File: src/rtl/fetch_pkg.sv
// ---------------------------------------------------------------------------
// fetch_pkg
// Shared definitions for the fetch front end and its branch predictor.
//   - 2-bit saturating counter encodings and the counter value after reset
//   - helpers that split a PC into predictor index and tag
//   - the saturating counter step
// The helpers work on 32-bit values, so PCs up to 32 bits wide are supported.
// ---------------------------------------------------------------------------
package fetch_pkg;

    localparam logic [1:0] SNT       = 2'b00;
    localparam logic [1:0] WNT       = 2'b01;
    localparam logic [1:0] WT        = 2'b10;
    localparam logic [1:0] ST        = 2'b11;
    localparam logic [1:0] CTR_RESET = WNT;

    // Index bits sit directly above the instruction alignment bits.
    function automatic logic [31:0] pc_index(input logic [31:0] pc,
                                             input int unsigned shift,
                                             input int unsigned idxW);
        return (pc >> shift) & ((32'd1 << idxW) - 32'd1);
    endfunction

    // The tag is everything above the index field.
    function automatic logic [31:0] pc_tag(input logic [31:0] pc,
                                           input int unsigned shift,
                                           input int unsigned idxW);
        return pc >> (shift + idxW);
    endfunction

    // Saturating step: moves toward ST when taken, toward SNT otherwise.
    function automatic logic [1:0] ctr_step(input logic [1:0] ctr,
                                            input logic taken);
        if (taken) begin
            return (ctr == ST) ? ST : ctr + 2'd1;
        end
        return (ctr == SNT) ? SNT : ctr - 2'd1;
    endfunction

endpackage

File: src/rtl/bp_table.sv
// ---------------------------------------------------------------------------
// bp_table
// Direct-mapped, tagged predictor storage: per entry a valid bit, tag,
// branch target and 2-bit saturating counter.
// Ports:
//   clk, rst          clock, asynchronous active-high reset
//   rd_pc             PC looked up combinationally
//   rd_hit            entry valid and tag matches rd_pc
//   rd_ctr            counter of the entry (0 on miss)
//   rd_target         stored target (0 on miss)
//   upd_pc            PC of the branch being resolved
//   upd_taken         resolved outcome
//   wen_bht           step the counter (only when the entry matches)
//   wen_btb           write valid/tag/target, allocating if needed
//   upd_target        target written by wen_btb
// Reads see the contents before any update in the same cycle.
// ---------------------------------------------------------------------------
module bp_table
    import fetch_pkg::*;
#(
    parameter int ADDR_W = 16,
    parameter int IDX_W  = 3,
    parameter int SHIFT  = 1
) (
    input  logic              clk,
    input  logic              rst,
    input  logic [ADDR_W-1:0] rd_pc,
    output logic              rd_hit,
    output logic [1:0]        rd_ctr,
    output logic [ADDR_W-1:0] rd_target,
    input  logic [ADDR_W-1:0] upd_pc,
    input  logic              upd_taken,
    input  logic              wen_bht,
    input  logic              wen_btb,
    input  logic [ADDR_W-1:0] upd_target
);

    localparam int DEPTH = 2 ** IDX_W;
    localparam int TAG_W = ADDR_W - IDX_W - SHIFT;

    logic              valid_q  [DEPTH];
    logic [TAG_W-1:0]  tag_q    [DEPTH];
    logic [ADDR_W-1:0] target_q [DEPTH];
    logic [1:0]        ctr_q    [DEPTH];

    logic [IDX_W-1:0] rd_idx;
    logic [TAG_W-1:0] rd_tag;
    logic [IDX_W-1:0] upd_idx;
    logic [TAG_W-1:0] upd_tag;
    logic             upd_match;
    logic [1:0]       ctr_d;

    // Read port: zero-cycle lookup; misses report zeros for counter and target.
    always_comb begin
        rd_idx    = IDX_W'(pc_index(32'(rd_pc), SHIFT, IDX_W));
        rd_tag    = TAG_W'(pc_tag(32'(rd_pc), SHIFT, IDX_W));
        rd_hit    = valid_q[rd_idx] && (tag_q[rd_idx] == rd_tag);
        rd_ctr    = rd_hit ? ctr_q[rd_idx] : 2'b00;
        rd_target = rd_hit ? target_q[rd_idx] : '0;
    end

    // Update port: decide the new counter value for the addressed entry.
    // A matching entry steps; a fresh allocation starts weakly biased toward
    // the outcome when the outcome is known, otherwise at the reset value.
    always_comb begin
        upd_idx   = IDX_W'(pc_index(32'(upd_pc), SHIFT, IDX_W));
        upd_tag   = TAG_W'(pc_tag(32'(upd_pc), SHIFT, IDX_W));
        upd_match = valid_q[upd_idx] && (tag_q[upd_idx] == upd_tag);
        ctr_d     = ctr_q[upd_idx];
        if (upd_match) begin
            if (wen_bht) begin
                ctr_d = ctr_step(ctr_q[upd_idx], upd_taken);
            end
        end else if (wen_btb) begin
            if (wen_bht) begin
                ctr_d = upd_taken ? WT : WNT;
            end else begin
                ctr_d = CTR_RESET;
            end
        end
    end

    // Table state; reset empties every entry and drops any pending update.
    always_ff @(posedge clk or posedge rst) begin
        if (rst) begin
            for (int i = 0; i < DEPTH; i++) begin
                valid_q[i]  <= 1'b0;
                tag_q[i]    <= '0;
                target_q[i] <= '0;
                ctr_q[i]    <= CTR_RESET;
            end
        end else begin
            if (wen_btb) begin
                valid_q[upd_idx]  <= 1'b1;
                tag_q[upd_idx]    <= upd_tag;
                target_q[upd_idx] <= upd_target;
            end
            if (wen_btb || (wen_bht && upd_match)) begin
                ctr_q[upd_idx] <= ctr_d;
            end
        end
    end

endmodule

File: src/rtl/fetch_bp_param.sv
// ---------------------------------------------------------------------------
// fetch_bp_param
// Instruction-fetch front end: PC register, sequential adder, next-PC select
// and a tagged direct-mapped dynamic branch predictor.
// Ports:
//   clk, rst             clock, asynchronous active-high reset
//   stall                hold the PC (hazard unit)
//   redirect             load redirect_target, overriding stall
//   redirect_target      corrected next PC
//   upd_pc, upd_taken    resolved branch PC and outcome
//   wen_bht, wen_btb     counter / BTB write enables
//   upd_target           resolved branch target
//   imem_addr, imem_en   instruction memory address and read enable
//   pc_curr, pc_next     current PC and PC + INST_BYTES
//   prediction           counter for pc_curr (0 on miss)
//   pred_hit             predictor hit for pc_curr
//   predicted_target     BTB target for pc_curr (0 on miss)
// ---------------------------------------------------------------------------
module fetch_bp_param
    import fetch_pkg::*;
#(
    parameter int              ADDR_W     = 16,
    parameter int              IDX_W      = 3,
    parameter int              INST_BYTES = 2,
    parameter logic [ADDR_W-1:0] RESET_PC = '0
) (
    input  logic              clk,
    input  logic              rst,
    input  logic              stall,
    input  logic              redirect,
    input  logic [ADDR_W-1:0] redirect_target,
    input  logic [ADDR_W-1:0] upd_pc,
    input  logic              upd_taken,
    input  logic              wen_bht,
    input  logic              wen_btb,
    input  logic [ADDR_W-1:0] upd_target,
    output logic [ADDR_W-1:0] imem_addr,
    output logic              imem_en,
    output logic [ADDR_W-1:0] pc_curr,
    output logic [ADDR_W-1:0] pc_next,
    output logic [1:0]        prediction,
    output logic              pred_hit,
    output logic [ADDR_W-1:0] predicted_target
);

    localparam int SHIFT = $clog2(INST_BYTES);

    logic [ADDR_W-1:0] pc_q;
    logic [ADDR_W-1:0] pc_d;
    logic              pred_taken;

    bp_table #(
        .ADDR_W (ADDR_W),
        .IDX_W  (IDX_W),
        .SHIFT  (SHIFT)
    ) u_bp_table (
        .clk        (clk),
        .rst        (rst),
        .rd_pc      (pc_q),
        .rd_hit     (pred_hit),
        .rd_ctr     (prediction),
        .rd_target  (predicted_target),
        .upd_pc     (upd_pc),
        .upd_taken  (upd_taken),
        .wen_bht    (wen_bht),
        .wen_btb    (wen_btb),
        .upd_target (upd_target)
    );

    // Sequential path wraps naturally at the PC width.
    assign pc_next    = pc_q + ADDR_W'(INST_BYTES);
    assign pred_taken = pred_hit & prediction[1];
    assign pc_curr    = pc_q;
    assign imem_addr  = pc_q;
    assign imem_en    = ~stall;

    // Next-PC select: a redirect is a flush and wins even over a stall.
    always_comb begin
        pc_d = pc_next;
        if (redirect) begin
            pc_d = redirect_target;
        end else if (stall) begin
            pc_d = pc_q;
        end else if (pred_taken) begin
            pc_d = predicted_target;
        end
    end

    always_ff @(posedge clk or posedge rst) begin
        if (rst) begin
            pc_q <= RESET_PC;
        end else begin
            pc_q <= pc_d;
        end
    end

endmodule

File: config.mk
export PLATFORM = sky130hd
export DESIGN_NAME = fetch_bp_param
export DESIGN_NICKNAME = d
export VERILOG_FILES = /design/src/rtl/fetch_pkg.sv /design/src/rtl/bp_table.sv /design/src/rtl/fetch_bp_param.sv
export SDC_FILE = /design/constraint.sdc
export NUM_CORES = 1
export LEC_CHECK = 0
export BUFFER_PORTS_ARGS = -buffer_cell sky130_fd_sc_hd__buf_2
export CELL_PAD_IN_SITES_DETAIL_PLACEMENT = 1
export CELL_PAD_IN_SITES_GLOBAL_PLACEMENT = 2
export CORE_ASPECT_RATIO = 1.1
export CORE_MARGIN = 2
export CORE_UTILIZATION = 30
export DETAILED_ROUTE_END_ITERATION = 8
export PLACE_DENSITY_LB_ADDON = 0.2
export RECOVER_POWER = 100
export SETUP_SLACK_MARGIN = 0.05
export SYNTH_ARGS = -nofsm -noshare
export SYNTH_HDL_FRONTEND = slang
export SYNTH_SLANG_ARGS = --single-unit
File: constraint.sdc
create_clock -name clk -period 12.08 [get_ports clk]
set_clock_uncertainty 0.1 [all_clocks]
set_input_delay 2.416 -clock clk [delete_from_list [all_inputs] [get_ports clk]]
set_output_delay 2.416 -clock clk [all_outputs]
set_load 0.05 [all_outputs]
# [After elaboration in Yosys (flattened, before gate mapping)]
# Cells that the tools add are included.
# W data, S select, Z words.
[classes] n_bitwise=5 n_eq_ne=4 n_addsub=3 magnitude_cmp=3 reduce_logical=6 n_mux=49
[op_table] cell="$bwmux W128" n=1
[op_table] cell="$mux W16" n=7
[op_table] cell="$bwmux W96" n=1
[op_table] cell="$bmux W12 S3" n=2
[op_table] cell="$mux W12" n=5
[op_table] cell="$bmux W16 S3" n=1
[op_table] cell="$demux W16 S3" n=1
[op_table] cell="$demux W12 S3" n=1
[op_table] cell="$mux W2" n=15
[op_table] cell="$eq A12 B12 Y1" n=2
[op_table] cell="$add A16 B2 Y16 const B" n=1
[op_table] cell="$bwmux W16" n=1
[op_table] cell="$bmux W2 S3" n=2
[op_table] cell="$ge A4 B4 Y1 const B" n=2
[op_table] cell="$mux W1" n=8
[op_table] cell="$not A3 Y4" n=2
[op_table] cell="$or A8 B8 Y8" n=1
[op_table] cell="$bmux W1 S3" n=2
[op_table] cell="$demux W2 S3" n=1
[op_table] cell="$logic_and A1 B1 Y1" n=4
[op_table] cell="$lt A4 B1 Y1 const B" n=1
[op_table] cell="$demux W1 S3" n=1
[op_table] cell="$add A2 B1 Y2 const B" n=1
[op_table] cell="$eq A2 B2 Y1 const B" n=1
[op_table] cell="other kinds (6)" n=6
[totals] in_bits=55 output_inout_bits=68 elab_cells=103 regBits=264

# [Depth between registers and ports, before layout]
# Gate-level depths: netlist of run 1.
[logic_depth] word_depth=11 mapped_depth=13 ltp_nobuf=9

# [By module]
# From an unflattened synthesis of run 1, not the netlist that was laid out.
[unflattened] cells_unflattened=1007 area_unflattened_um2=13974.7
[modules_own_cells] mod="bp_table" instances=1 area_per_inst_um2=12620.9 cells_each=867 seq_area_each_um2=6216.0
[modules_own_cells] mod="fetch_bp_param" instances=1 area_per_inst_um2=1353.8 cells_each=140 seq_area_each_um2=400.4

# [Worst setup path before layout of run 1]
# No wires, ideal clock.
[synth_timing] path_kind="reg-to-output" start="reg pc_q[2], in the netlist imem_addr[2]" end="out predicted_target[10]" arrival_ps=3579 n_path_buf=4 required_ps=9564 path_stages_with_launch=11 path_slack_ps=5985 path_cell_list="dfrtp_1 -> buf_2 -> buf_2 -> mux4_2 -> mux2i_1 -> xor2_1 -> o2111ai_1 -> or4b_4 -> buf_6 -> clkbuf_1 -> nor2_1"
[synth_between] elab_chain_len=7 word_cells_on_any_way=13 classes_between="eq/ne (1); mux (10); bitwise (1); reduce/logical (1)"
[synth_lines] item="start, declared" line="fetch_bp_param.sv:48" rtl="logic [ADDR_W-1:0] pc_q;"
[synth_lines] item="start signal, assigned" line="fetch_bp_param.sv:93" rtl="pc_q <= pc_d;"
[synth_lines] item="$not A3 Y4 (not written as such) (*)" line="bp_table.sv:57, bp_table.sv:59"
[synth_lines] item="$bmux W12 S3" line="bp_table.sv:57" rtl="rd_hit = valid_q[rd_idx] && (tag_q[rd_idx] == rd_tag);"
[synth_lines] item="$mux W12 (not written as such) (2 in series)" line="bp_table.sv:57"
[synth_lines] item="$eq A12 B12 Y1" line="bp_table.sv:57"
[synth_lines] item="$logic_and A1 B1 Y1" line="bp_table.sv:57"
[synth_lines] item="$mux W16 (*)" line="bp_table.sv:59" rtl="rd_target = rd_hit ? target_q[rd_idx] : '0;"
[synth_lines] item="end, declared" line="fetch_bp_param.sv:43" rtl="output logic [ADDR_W-1:0] predicted_target"
# Mark *: on every way between the ends. The rest lies on a longest branch, timed or not. The select of a mux whose other input is x is not followed.

# [Worst setup path in the final report of run 1]
[layout_timing] start="reg pc_q[2], in the netlist imem_addr[2]" end="out predicted_target[3]"
# Same word-level chain as after synthesis.

==> results of run 1 <==
-- final cells by class --
cell class | instances | share of cell area
Sequential cell | 264 | 0.418
Antenna cell | 1 | 0.000158
Clock inverter | 16 | 0.0191
Inverter | 13 | 0.00316
Tap cell | 588 | 0.0464
Clock buffer | 41 | 0.0551
Timing Repair Buffer | 137 | 0.0381
Multi-Input combinational cell | 662 | 0.420
-- cell families after synthesis --
family / share of synthesized area
compound gates: 0.0590
xor+xnor: 0.0202
fa+ha+maj: 0.00162
buf+inv: 0.0416
flops: 0.476
mux: 0.353
simple gates: 0.0483
-- worst min-delay path by stage --
stage,from,to,slack [ns],cells after the start
floorplan,u_bp_table.valid_q[4],u_bp_table.valid_q[4],0.35,1
global placement,u_bp_table.valid_q[0],u_bp_table.valid_q[0],0.37,1
detailed placement,u_bp_table.valid_q[5],u_bp_table.valid_q[5],0.37,1
CTS,u_bp_table.valid_q[5],u_bp_table.valid_q[5],0.39,1
global route,u_bp_table.valid_q[5],u_bp_table.valid_q[5],0.40,1
finish,u_bp_table.valid_q[7],u_bp_table.valid_q[7],0.40,1
-- per-layer routing --
metal | GRT usage | vias up | part of all wire
met5 | 0 | - | 0.00076
met4 | 0.0538 | 6 | 0.031
met3 | 0.0265 | 71 | 0.032
met2 | 0.290 | 130 | 0.47
met1 | 0.242 | 4762 | 0.47
li1 | - | 3985 | -
-- per-stage QoR --
| stage | utilization | setup WS (ns) | total power, uW |
|---|---|---|---|
| after floorplan | - | 2.31 | 1740 |
| after global placement | 0.326 | 5.57 | 1940 |
| after detailed placement | 0.326 | 5.58 | 1960 |
| after CTS | 0.352 | 4.97 | 3070 |
| after global routing | 0.347 | 2.49 | 3170 |
| final | 0.347 | 2.98 | 3010 |
-- registers in the layout, summed over array words and instances (netlist names) --
signal               count
u_bp_table.valid_q       8
u_bp_table.target_q    128
u_bp_table.ctr_q        16
u_bp_table.tag_q        96
imem_addr               16
-- placed cells by master (no fill, tap or decap), types with 26 or more instances in the layout --
cell type and n:
dfrtp_1 255, nand2_1 26, nor2_1 42, buf_2 56, mux2_2 257, mux4_2 63
mux2i_1 56, clkbuf_1 80, a21oi_1 28, clkbuf_16 31
-- power groups by stage --
stage          Combinational, uW  Sequential [uW]  Clock, uW
2_1_floorplan                545             1200          0
3_3_place_gp                 709             1240          0
3_5_place_dp                 720             1240          0
4_1_cts                      722             1230       1120
5_1_grt                      761             1260       1150
6_report                     703             1230       1080
-- worst register-to-register path, cell delays in order (launching register included) --
cell and delay (ns):
dfrtp_4 0.77, clkbuf_1 2.08, mux4_2 0.71, mux2i_1 0.27, xnor2_1 0.11, nor4_1 0.41, or4b_1 0.87, nor2_1 1.35
a211oi_1 0.21, a211oi_1 0.27, a21oi_1 0.06
==> summary.txt, run 1 <==
Outcome
  • Status: complete, but fails checks
  • Failing checks: capacitance limit, slew limit

Finish
  • Fillers: about 4,800
  • Layout Cells excl Fill: 1,722
  • Fin area: roughly 16,000 um^2
  • Area of the multi-input gates: roughly 6700 um^2
  • Final Net Count: between 1,000 and 1,500
  • P&R area growth vs syn: 14.1%
  • Share of cells above drive strength 1: 0.398
  • Register area: about 6600 um^2

Placed design
  • GPL Wtd Cong: 0.740
  • Placed inst area: 14,900 um^2
  • Post-DP HPWL: approximately 27 mm
  • Dpl cells: 1,664
  • PortBufs: around 120

Worst setup path
  • Slowest-stage cell, CP: clkbuf_1
  • Critical path peak fanout: a little over 40
  • Worst-path cell chain: clkbuf_1 > mux4_2 > mux2i_1 > xnor2_1 > nor4_1 > or4b_1 > nor2_1 > clkbuf_1
  • CP bufs+invs: 2
  • Critical path depth in cells: 8
  • Worst Reg2Reg Path Length in Cells: 10
  • Kind of cell adding the most delay to the critical path: buffers and inverters
  • Slowest cell delay on critical path: roughly 2.1 ns
  • Setup crit end: predicted_target[3]
  • Critical Path AT: between 6 and 7 ns
  • Most frequent CP cell: clkbuf_1
  • Critical path class: reg -> out
  • Flop2flop setup slack: around 4.7 ns
  • Critical R2R Launch: imem_addr[2]
  • Setup crit end kind: output port
  • CP required: between 9 and 10 ns
  • Startpoint types: flip-flop
  • CP Launch Point: imem_addr[2]
  • Worst flop-to-flop path endpoint: imem_addr[1]

Drt
  • Via density: roughly 5.2
  • Drc violations: 0
  • DRT Pass-1 Iters: 4
  • WL/cell: around 24 um
  • DR iter-0 viols: 364
  • Total Wirelength: between 40 and 50 mm
  • Post-DRT Antenna Nets: 0
  • DR vias: around 9,000

Synth
  • Post-synth top area cell: dfrtp_1
  • Top cells by count, synth: 257 x mux2_2, 256 x dfrtp_1, 63 x mux4_2
  • Post-synth top area share: 0.461
  • Synth Area per Inst: about 13 um^2
  • Synth Flop Type: dfrtp_1
  • Mapped Cells: roughly 1,000
  • Post-Syn Nets: between 1,000 and 1,500
  • Register area share after synthesis: 0.476
  • Largest cells by area after synthesis: dfrtp_1 46%, mux2_2 21%, mux4_2 10%
  • Synth async-reset ratio: 1.00
  • Mapped cell area: 13,900 um^2
  • Post-synth EDFFs: 0
  • FF+latch count, synth: around 260
  • Unique masters post-synth: 58
  • Warnings from Yosys: 0
  • Most frequent cell after synthesis: mux2_2

Pwr
  • Cell Int Power: roughly 2100 uW
  • PwrDens: between 150 and 200 nW/um^2
  • Max VDD drop: between 0.0001 and 0.00015 V
  • Part of the power in combinational logic: 0.233
  • Switch Pwr: around 900 uW
  • Sw frac: 0.299
  • Proportion of power drawn by the clock network: 0.359
  • Flop pwr share: 0.408
  • P_leak: roughly 0.0064 uW

Clocking
  • Hold_buf cts: 0
  • CTS tree: built
  • H-tree depth: 1
  • Clock slew at reported path FFs: about 0.060 ns
  • Clock root cell: clkbuf_16
  • Post-CTS setup buffer count: 0
  • Clk buf depth: 3
  • Worst-Skew Late Latency: ~0.60 ns
  • Post-CTS Resized: 0
  • TritonCTS Buffers: 31
  • CTS Sinks: between 200 and 300

GRT
  • Pin count of the biggest net entering global routing: 76
  • Tot GR Track Use: 0.177
  • Vias in the first global route: roughly 10,000
  • Initial antenna violation count: 4
  • Grt total ovfl: 0
  • First-pass GRT wire length: 64.6 mm

Timing
  • Setup Viol. Count Final: 0
  • Worst Hold Margin: approximately 0.4 ns
  • Fmax: ~0.11 GHz
  • Final slew viol count: around 560
  • Final min period: slightly above 9 ns
  • Worst-margin pin slew: around 3.5 ns
  • Final Hold Viols: 0
  • Tcrit/Tclk final: 0.753
  • TNS Setup: 0 ns
  • Slew margin rel.: -1.35
  • RSZ-0062 raised after global routing: false

Floorplan
  • Rows: about 80
  • Die area: 48,000 um^2
  • Die span in y: roughly 230 um
  • Num ports: approximately 120
  • Core Area: between 40,000 and 50,000 um^2
  • Effective utilization at floorplan: 0.304
  • Chip width: between 200 and 250 um

Flow run
  • Max_cap viols: 17

Hold path
  • HP Class: reg -> reg
Power figures use the tool's default switching activity.
==> run 2: changes to the inputs <==
- clock period: 12.08 -> 8.2 ns (I/O delays scaled with it)
==> run 2 against run 1 <==
Net effect:
- the run still ends with capacitance limit, slew limit left
- sequential power is 47% higher
- core utilization is 0.17 points lower
- final area is 0.48% lower
- cell count is 0.12% higher
- register-to-register slack worse by 2.6 ns
- count of clock-buffer cells in the layout is 5 higher
- sequential cell count stayed put
- die area stayed put
- non-clock buffer count is 5 higher
- routed wire length is 1.0% higher
- worst hold slack worse by 0.0019 ns
- via count is 0.32% higher
- critical path type unchanged
- critical endpoint is now predicted_target[9]
- largest cell class unchanged
==> summary.txt, run 2 (synthesis gave the netlist of run 1 again) <==
Timing
  • Worst-margin pin slew: 2.58 ns
  • Setup Viol. Count Final: 0
  • Final Hold Viols: 0
  • Slew margin rel.: -0.717
  • Final slew viol count: between 300 and 400
  • RSZ-0062 raised after global routing: false
  • Tcrit/Tclk final: 0.864
  • Final min period: roughly 7.1 ns
  • TNS Setup: 0 ns
  • Worst Hold Margin: just under 0.4 ns
  • Fmax: roughly 0.14 GHz

GRT
  • Vias in the first global route: ~9,800
  • First-pass GRT wire length: around 65 mm
  • Grt total ovfl: 0
  • Tot GR Track Use: 0.179
  • Pin count of the biggest net entering global routing: roughly 160
  • Initial antenna violation count: 5

Clocking
  • Post-CTS Resized: 0
  • Clock root cell: clkbuf_16
  • Worst-Skew Late Latency: between 0.5 and 0.6 ns
  • TritonCTS Buffers: 31
  • Hold_buf cts: 0
  • Clock slew at reported path FFs: ~0.060 ns
  • CTS Sinks: between 200 and 300
  • CTS tree: built
  • Post-CTS setup buffer count: 0
  • H-tree depth: 1
  • Clk buf depth: 3

Finish
  • Largest registers: u_bp_table.target_q (128), u_bp_table.tag_q (96)
  • Antenna Cells: 0
  • Max FFs per register: between 100 and 150
  • Share of cells above drive strength 1: 0.413
  • Most frequent cells in the layout: 257 x mux2_2, 255 x dfrtp_1, 72 x buf_2
  • Most flop-heavy register: u_bp_table.target_q
  • Commonest non-fill, non-tap cell in the layout: mux2_2
  • Final Net Count: around 1,200
  • Final core utilization: 0.345
  • Fillers: 4,818
  • P&R area growth vs syn: 13.6%

Outcome
  • Failing checks: capacitance limit, slew limit
  • Status: complete, but fails checks

Drt
  • DR iter-0 viols: ~350
  • Via density: between 5 and 6
  • DR vias: ~9,000
  • Drc violations: 0
  • WL/cell: between 20 and 25 um
  • Post-DRT Antenna Nets: 0
  • DRT Pass-1 Iters: 6
  • Total Wirelength: between 40 and 50 mm

Pwr
  • Flop pwr share: 0.426
  • Sw frac: 0.308
  • P_leak: 0.00643 uW
  • Max VDD drop: roughly 0.00016 V
  • Proportion of power drawn by the clock network: 0.328
  • Cell Int Power: 2930 uW
  • PwrDens: between 200 and 300 nW/um^2
  • Part of the power in combinational logic: 0.245
  • Switch Pwr: 1310 uW

Worst setup path
  • Critical Path AT: around 5.4 ns
  • Critical path peak fanout: 38
  • Critical path class: reg -> out
  • Setup crit end kind: output port
  • CP required: between 6 and 7 ns
  • Startpoint types: flip-flop

Floorplan
  • Effective utilization at floorplan: 0.304
  • Core Area: about 46,000 um^2
  • Die span in y: 230 um
  • Die area: 48,000 um^2
  • Chip width: ~210 um
  • Rows: slightly above 80
  • Num ports: roughly 120

Placed design
  • PortBufs: between 100 and 150
  • Post-DP HPWL: roughly 28 mm
  • GPL Wtd Cong: 0.734

Hold path
  • HP Class: reg -> reg

Flow run
  • Max_cap viols: 11
## run 2: power groups by stage
stage	Combinational [uW]	Clock [uW]	Sequential (uW)
floorplan	804	0	1760
global placement	1050	0	1820
finish	1040	1390	1810
detailed placement	1060	0	1830
global route	1120	1490	1850
CTS	1060	1440	1810
## run 2: routing by layer
layer | track usage | vias to the layer above | part of all wire
met2 | 0.301 | 122 | 0.48
li1 | - | 3994 | -
met5 | 0 | - | 0.0011
met4 | 0.0384 | 8 | 0.018
met3 | 0.0272 | 47 | 0.033
met1 | 0.245 | 4812 | 0.47
## run 2: worst paths after layout
check	slack [ns]	depth (start not counted)	startpoint	endpoint
min in group asynchronous	1.38	2	rst	u_bp_table.ctr_q[13]
max	1.11	7	imem_addr[2]	predicted_target[9]
max reg2reg	2.10	9	imem_addr[2]	imem_addr[1]
min	0.39	1	u_bp_table.valid_q[0]	u_bp_table.valid_q[0]
max in group asynchronous	2.02	4	rst	u_bp_table.tag_q[56]
min reg2reg	0.39	1	u_bp_table.valid_q[0]	u_bp_table.valid_q[0]
## run 2: cell type report
type	instances	area, um^2	area share
clock buffer	46	902	0.0572
clock inverter	9	110	0.00698
inverter	13	50.0	0.00317
multi-input combinational	662	6680	0.424
sequential	264	6620	0.420
tap	588	736	0.0467
timing repair buffer	142	669	0.0424
## run 2: metrics by stage
stage                     total power (uW)  cell area (um^2)  cells  setup slack (ns)
after CTS                             4310             15900   1724              2.06
after detailed placement              2890             14900   1669              2.51
after global routing                  4470             15800   1724             0.956
after global placement                2860             14900   1669              2.52
final                                 4240             15800   1724              1.11
after floorplan                       2560             13900   1042              2.88
## run 2: critical path, stage by stage (launching register included)
cell,delay (ns)
dfrtp_1,1.88
mux4_2,0.69
mux2i_1,0.40
xor2_1,0.18
o2111ai_1,0.16
or4b_4,0.73
nor2_1,0.16
clkbuf_1,0.50
==> run 3: changes to the inputs <==
- SKIP_LAST_GASP: default -> 1
- SYNTH_HIERARCHICAL: default -> 1
- clock period: 8.2 -> 6.1 ns (I/O delays scaled with it)
==> run 3 against run 2 <==
Net effect:
- the run still ends with capacitance limit, slew limit left
- combinational power up 37%
- core utilization increased by 0.32 points
- sequential cell count is the same
- synthesized area increased by 0.63%
- worst hold slack got worse by 0.0078 ns
- sequential power rose by 34%
- final area is 1.2% higher
- via count down 0.95%
- register-to-register slack worse by 0.91 ns
- cell count decreased by 1.2%
- die area grew 0.62%
- non-clock buffer count rose by 3
- largest cell class unchanged
==> summary.txt, run 3 <==
Clocking
  • CTS tree: built
  • Clock root cell: clkbuf_16
  • Post-CTS setup buffer count: 0
  • TritonCTS Buffers: 34
  • Clk buf depth: 3
  • H-tree depth: 2
  • Post-CTS Resized: 0
  • CTS Sinks: about 260
  • Clock slew at reported path FFs: ~0.06 ns
  • Worst-Skew Late Latency: between 0.5 and 0.6 ns
  • Hold_buf cts: 0

Worst setup path
  • Setup crit end kind: output port
  • Slowest cell delay on critical path: a little over 0.7 ns
  • Startpoint types: flip-flop
  • Critical path class: reg -> out
  • Worst-path cell chain: buf_4 > mux4_2 > xnor2_1 > nand2_1 > o21ai_0 > nand4_1 > buf_4 > nor2_1 > clkbuf_1
  • Critical R2R Launch: imem_addr[2]
  • Flop2flop setup slack: 1.19 ns
  • CP required: 4.78 ns
  • Worst Reg2Reg Path Length in Cells: 12
  • CP Launch Point: imem_addr[2]
  • CP bufs+invs: 3
  • Critical Path AT: ~4.1 ns
  • Slowest-stage cell, CP: dfrtp_4
  • Setup crit end: predicted_target[13]
  • Critical path depth in cells: 9
  • Most frequent CP cell: buf_4
  • Critical path peak fanout: 25
  • Worst flop-to-flop path endpoint: imem_addr[14]
  • Kind of cell adding the most delay to the critical path: buffers and inverters

GRT
  • Pin count of the biggest net entering global routing: roughly 150
  • Vias in the first global route: about 10,000
  • First-pass GRT wire length: 63.8 mm
  • Grt total ovfl: 0
  • Initial antenna violation count: 2
  • GRT met3 Usage: 0.0316
  • Met1 Use GR: 0.230
  • Gr busiest metal: met2
  • Tot GR Track Use: 0.176
  • GRT met2 Usage: 0.302

Timing
  • Slew margin rel.: -1.55
  • Setup Viol. Count Final: 0
  • Fmax: roughly 0.18 GHz
  • Tcrit/Tclk final: 0.895
  • Final Hold Viols: 0
  • Final slew viol count: 472
  • RSZ-0062 raised after global routing: false
  • TNS Setup: 0 ns
  • Final min period: about 5.5 ns
  • Worst-margin pin slew: 3.83 ns

Synth
  • Largest cells by area after synthesis: dfrtp_1 46%, mux2_2 20%, mux4_2 12%
  • Unique masters post-synth: 69
  • Warnings from Yosys: 6
  • FF+latch count, synth: around 260
  • Post-synth EDFFs: 0
  • Post-Syn Nets: about 1,100
  • Synth async-reset ratio: 1.00
  • Most frequent cell after synthesis: dfrtp_1
  • Synth Area per Inst: approximately 14 um^2
  • Post-synth top area share: 0.458
  • Mapped Cells: 1,007
  • Register area share after synthesis: 0.473
  • Mapped cell area: approximately 14,000 um^2
  • Post-synth top area cell: dfrtp_1
  • Synth Flop Type: dfrtp_1
  • Top cells by count, synth: 256 x dfrtp_1, 242 x mux2_2, 74 x mux4_2

Floorplan
  • Die span in y: ~230 um
  • Num ports: 123
  • Core Area: roughly 46,000 um^2
  • Rows: 82
  • Effective utilization at floorplan: 0.305
  • Chip width: 210 um
  • Die area: between 40,000 and 50,000 um^2

Drt
  • Post-DRT Antenna Nets: 0
  • DR iter-0 viols: 347
  • WL/cell: 24.4 um
  • DR vias: ~9,000
  • DRT Pass-1 Iters: 4
  • Total Wirelength: between 40 and 50 mm
  • Drc violations: 0
  • Via density: 5.22

Finish
  • Area of the multi-input gates: ~6700 um^2
  • Largest registers: u_bp_table/target_q (128), u_bp_table/tag_q (96)
  • Most frequent cells in the layout: 254 x dfrtp_1, 242 x mux2_2, 76 x clkbuf_1
  • Max FFs per register: 128
  • P&R area growth vs syn: 14.2%
  • Fillers: 4,864
  • Share of cells above drive strength 1: 0.425
  • Antenna Cells: 0
  • Commonest non-fill, non-tap cell in the layout: dfrtp_1
  • Most flop-heavy register: u_bp_table/target_q
  • Register area: 6620 um^2
  • Final Net Count: about 1,200

Outcome
  • Status: complete, but fails checks
  • Failing checks: capacitance limit, slew limit

Flow run
  • Max_cap viols: 11

Pwr
  • PwrDens: 367 nW/um^2
  • Max VDD drop: ~0.00014 V
  • P_leak: around 0.0065 uW
  • Total power draw: 5850 uW

Placed design
  • GPL Wtd Cong: about 0.73
  • Post-DP HPWL: about 27 mm
  • PortBufs: between 100 and 150

Hold path
  • HP Class: reg -> reg
## run 3: cells by family (layout without fill, tap and decap cells)
logic type	after synthesis	in the layout	share of synthesized area
multiplexers	380	380	0.360
flip-flops	264	264	0.473
AND/OR/NAND/NOR	140	140	0.0625
buffers and inverters	114	223	0.0408
AO/OA/AOI/OAI	74	74	0.0403
XOR/XNOR	33	33	0.0212
adder cells (fa/ha/maj)	2	2	0.00161
## run 3: final cells by class
| class | instances | share of cell area |
|---|---|---|
| Multi-Input combinational cell | 629 | 0.423 |
| Sequential cell | 264 | 0.415 |
| Clock buffer | 45 | 0.0591 |
| Tap cell | 588 | 0.0461 |
| Timing Repair Buffer | 145 | 0.0422 |
| Clock inverter | 12 | 0.00980 |
| Inverter | 21 | 0.00502 |
## run 3: power by group
group | internal (uW) | total, uW | leakage, uW | switching (uW)
registers | 2140 | 2430 | 0.00313 | 287
clock network | 1210 | 2000 | 0.000540 | 787
logic | 726 | 1420 | 0.00284 | 692
total | 4080 | 5850 | 0.00651 | 1770
## run 3: how the worst min path moves through the flow
stage                             from                 endpoint  cells after the start  slack [ns]
2_1_floorplan    u_bp_table/valid_q[4]    u_bp_table/valid_q[4]                      1        0.35
3_3_place_gp     u_bp_table/valid_q[0]    u_bp_table/valid_q[0]                      1        0.37
3_5_place_dp     u_bp_table/valid_q[2]    u_bp_table/valid_q[2]                      1        0.38
4_1_cts          u_bp_table/valid_q[2]    u_bp_table/valid_q[2]                      1        0.39
5_1_grt        u_bp_table/target_q[76]  u_bp_table/target_q[76]                      1        0.41
6_report         u_bp_table/valid_q[0]    u_bp_table/valid_q[0]                      1        0.39
## run 3: layer usage
metal	wire length, um	up-vias	part of all wire
met3	1380	57	0.033
met2	20800	139	0.50
li1	-	3931	-
met4	817	4	0.020
met5	19	-	0.00046
met1	18500	4767	0.45
## run 3: stage by stage
stage / utilization / hold WS, ns / cells / setup WS (ns) / area, um^2
after floorplan: - / 0.346 / 1007 / 1.11 / 14000
after global placement: 0.330 / 0.373 / 1647 / 1.06 / 15100
after detailed placement: 0.330 / 0.378 / 1647 / 1.05 / 15100
after CTS: 0.354 / 0.392 / 1704 / 0.764 / 16200
after global routing: 0.349 / 0.411 / 1704 / 0.418 / 16000
final: 0.349 / 0.387 / 1704 / 0.641 / 16000
## run 3: worst reg2reg max path: stages (launching register included)
cell     delay, ns
dfrtp_4       0.72
buf_4         0.35
mux4_2        0.57
xnor2_1       0.16
nand2_1       0.06
o21ai_0       0.35
nand4_1       0.15
buf_4         0.26
nor2_1        0.19
nand2_1       0.47
nor2_1        1.03
a221o_1       0.30
a32o_1        0.13
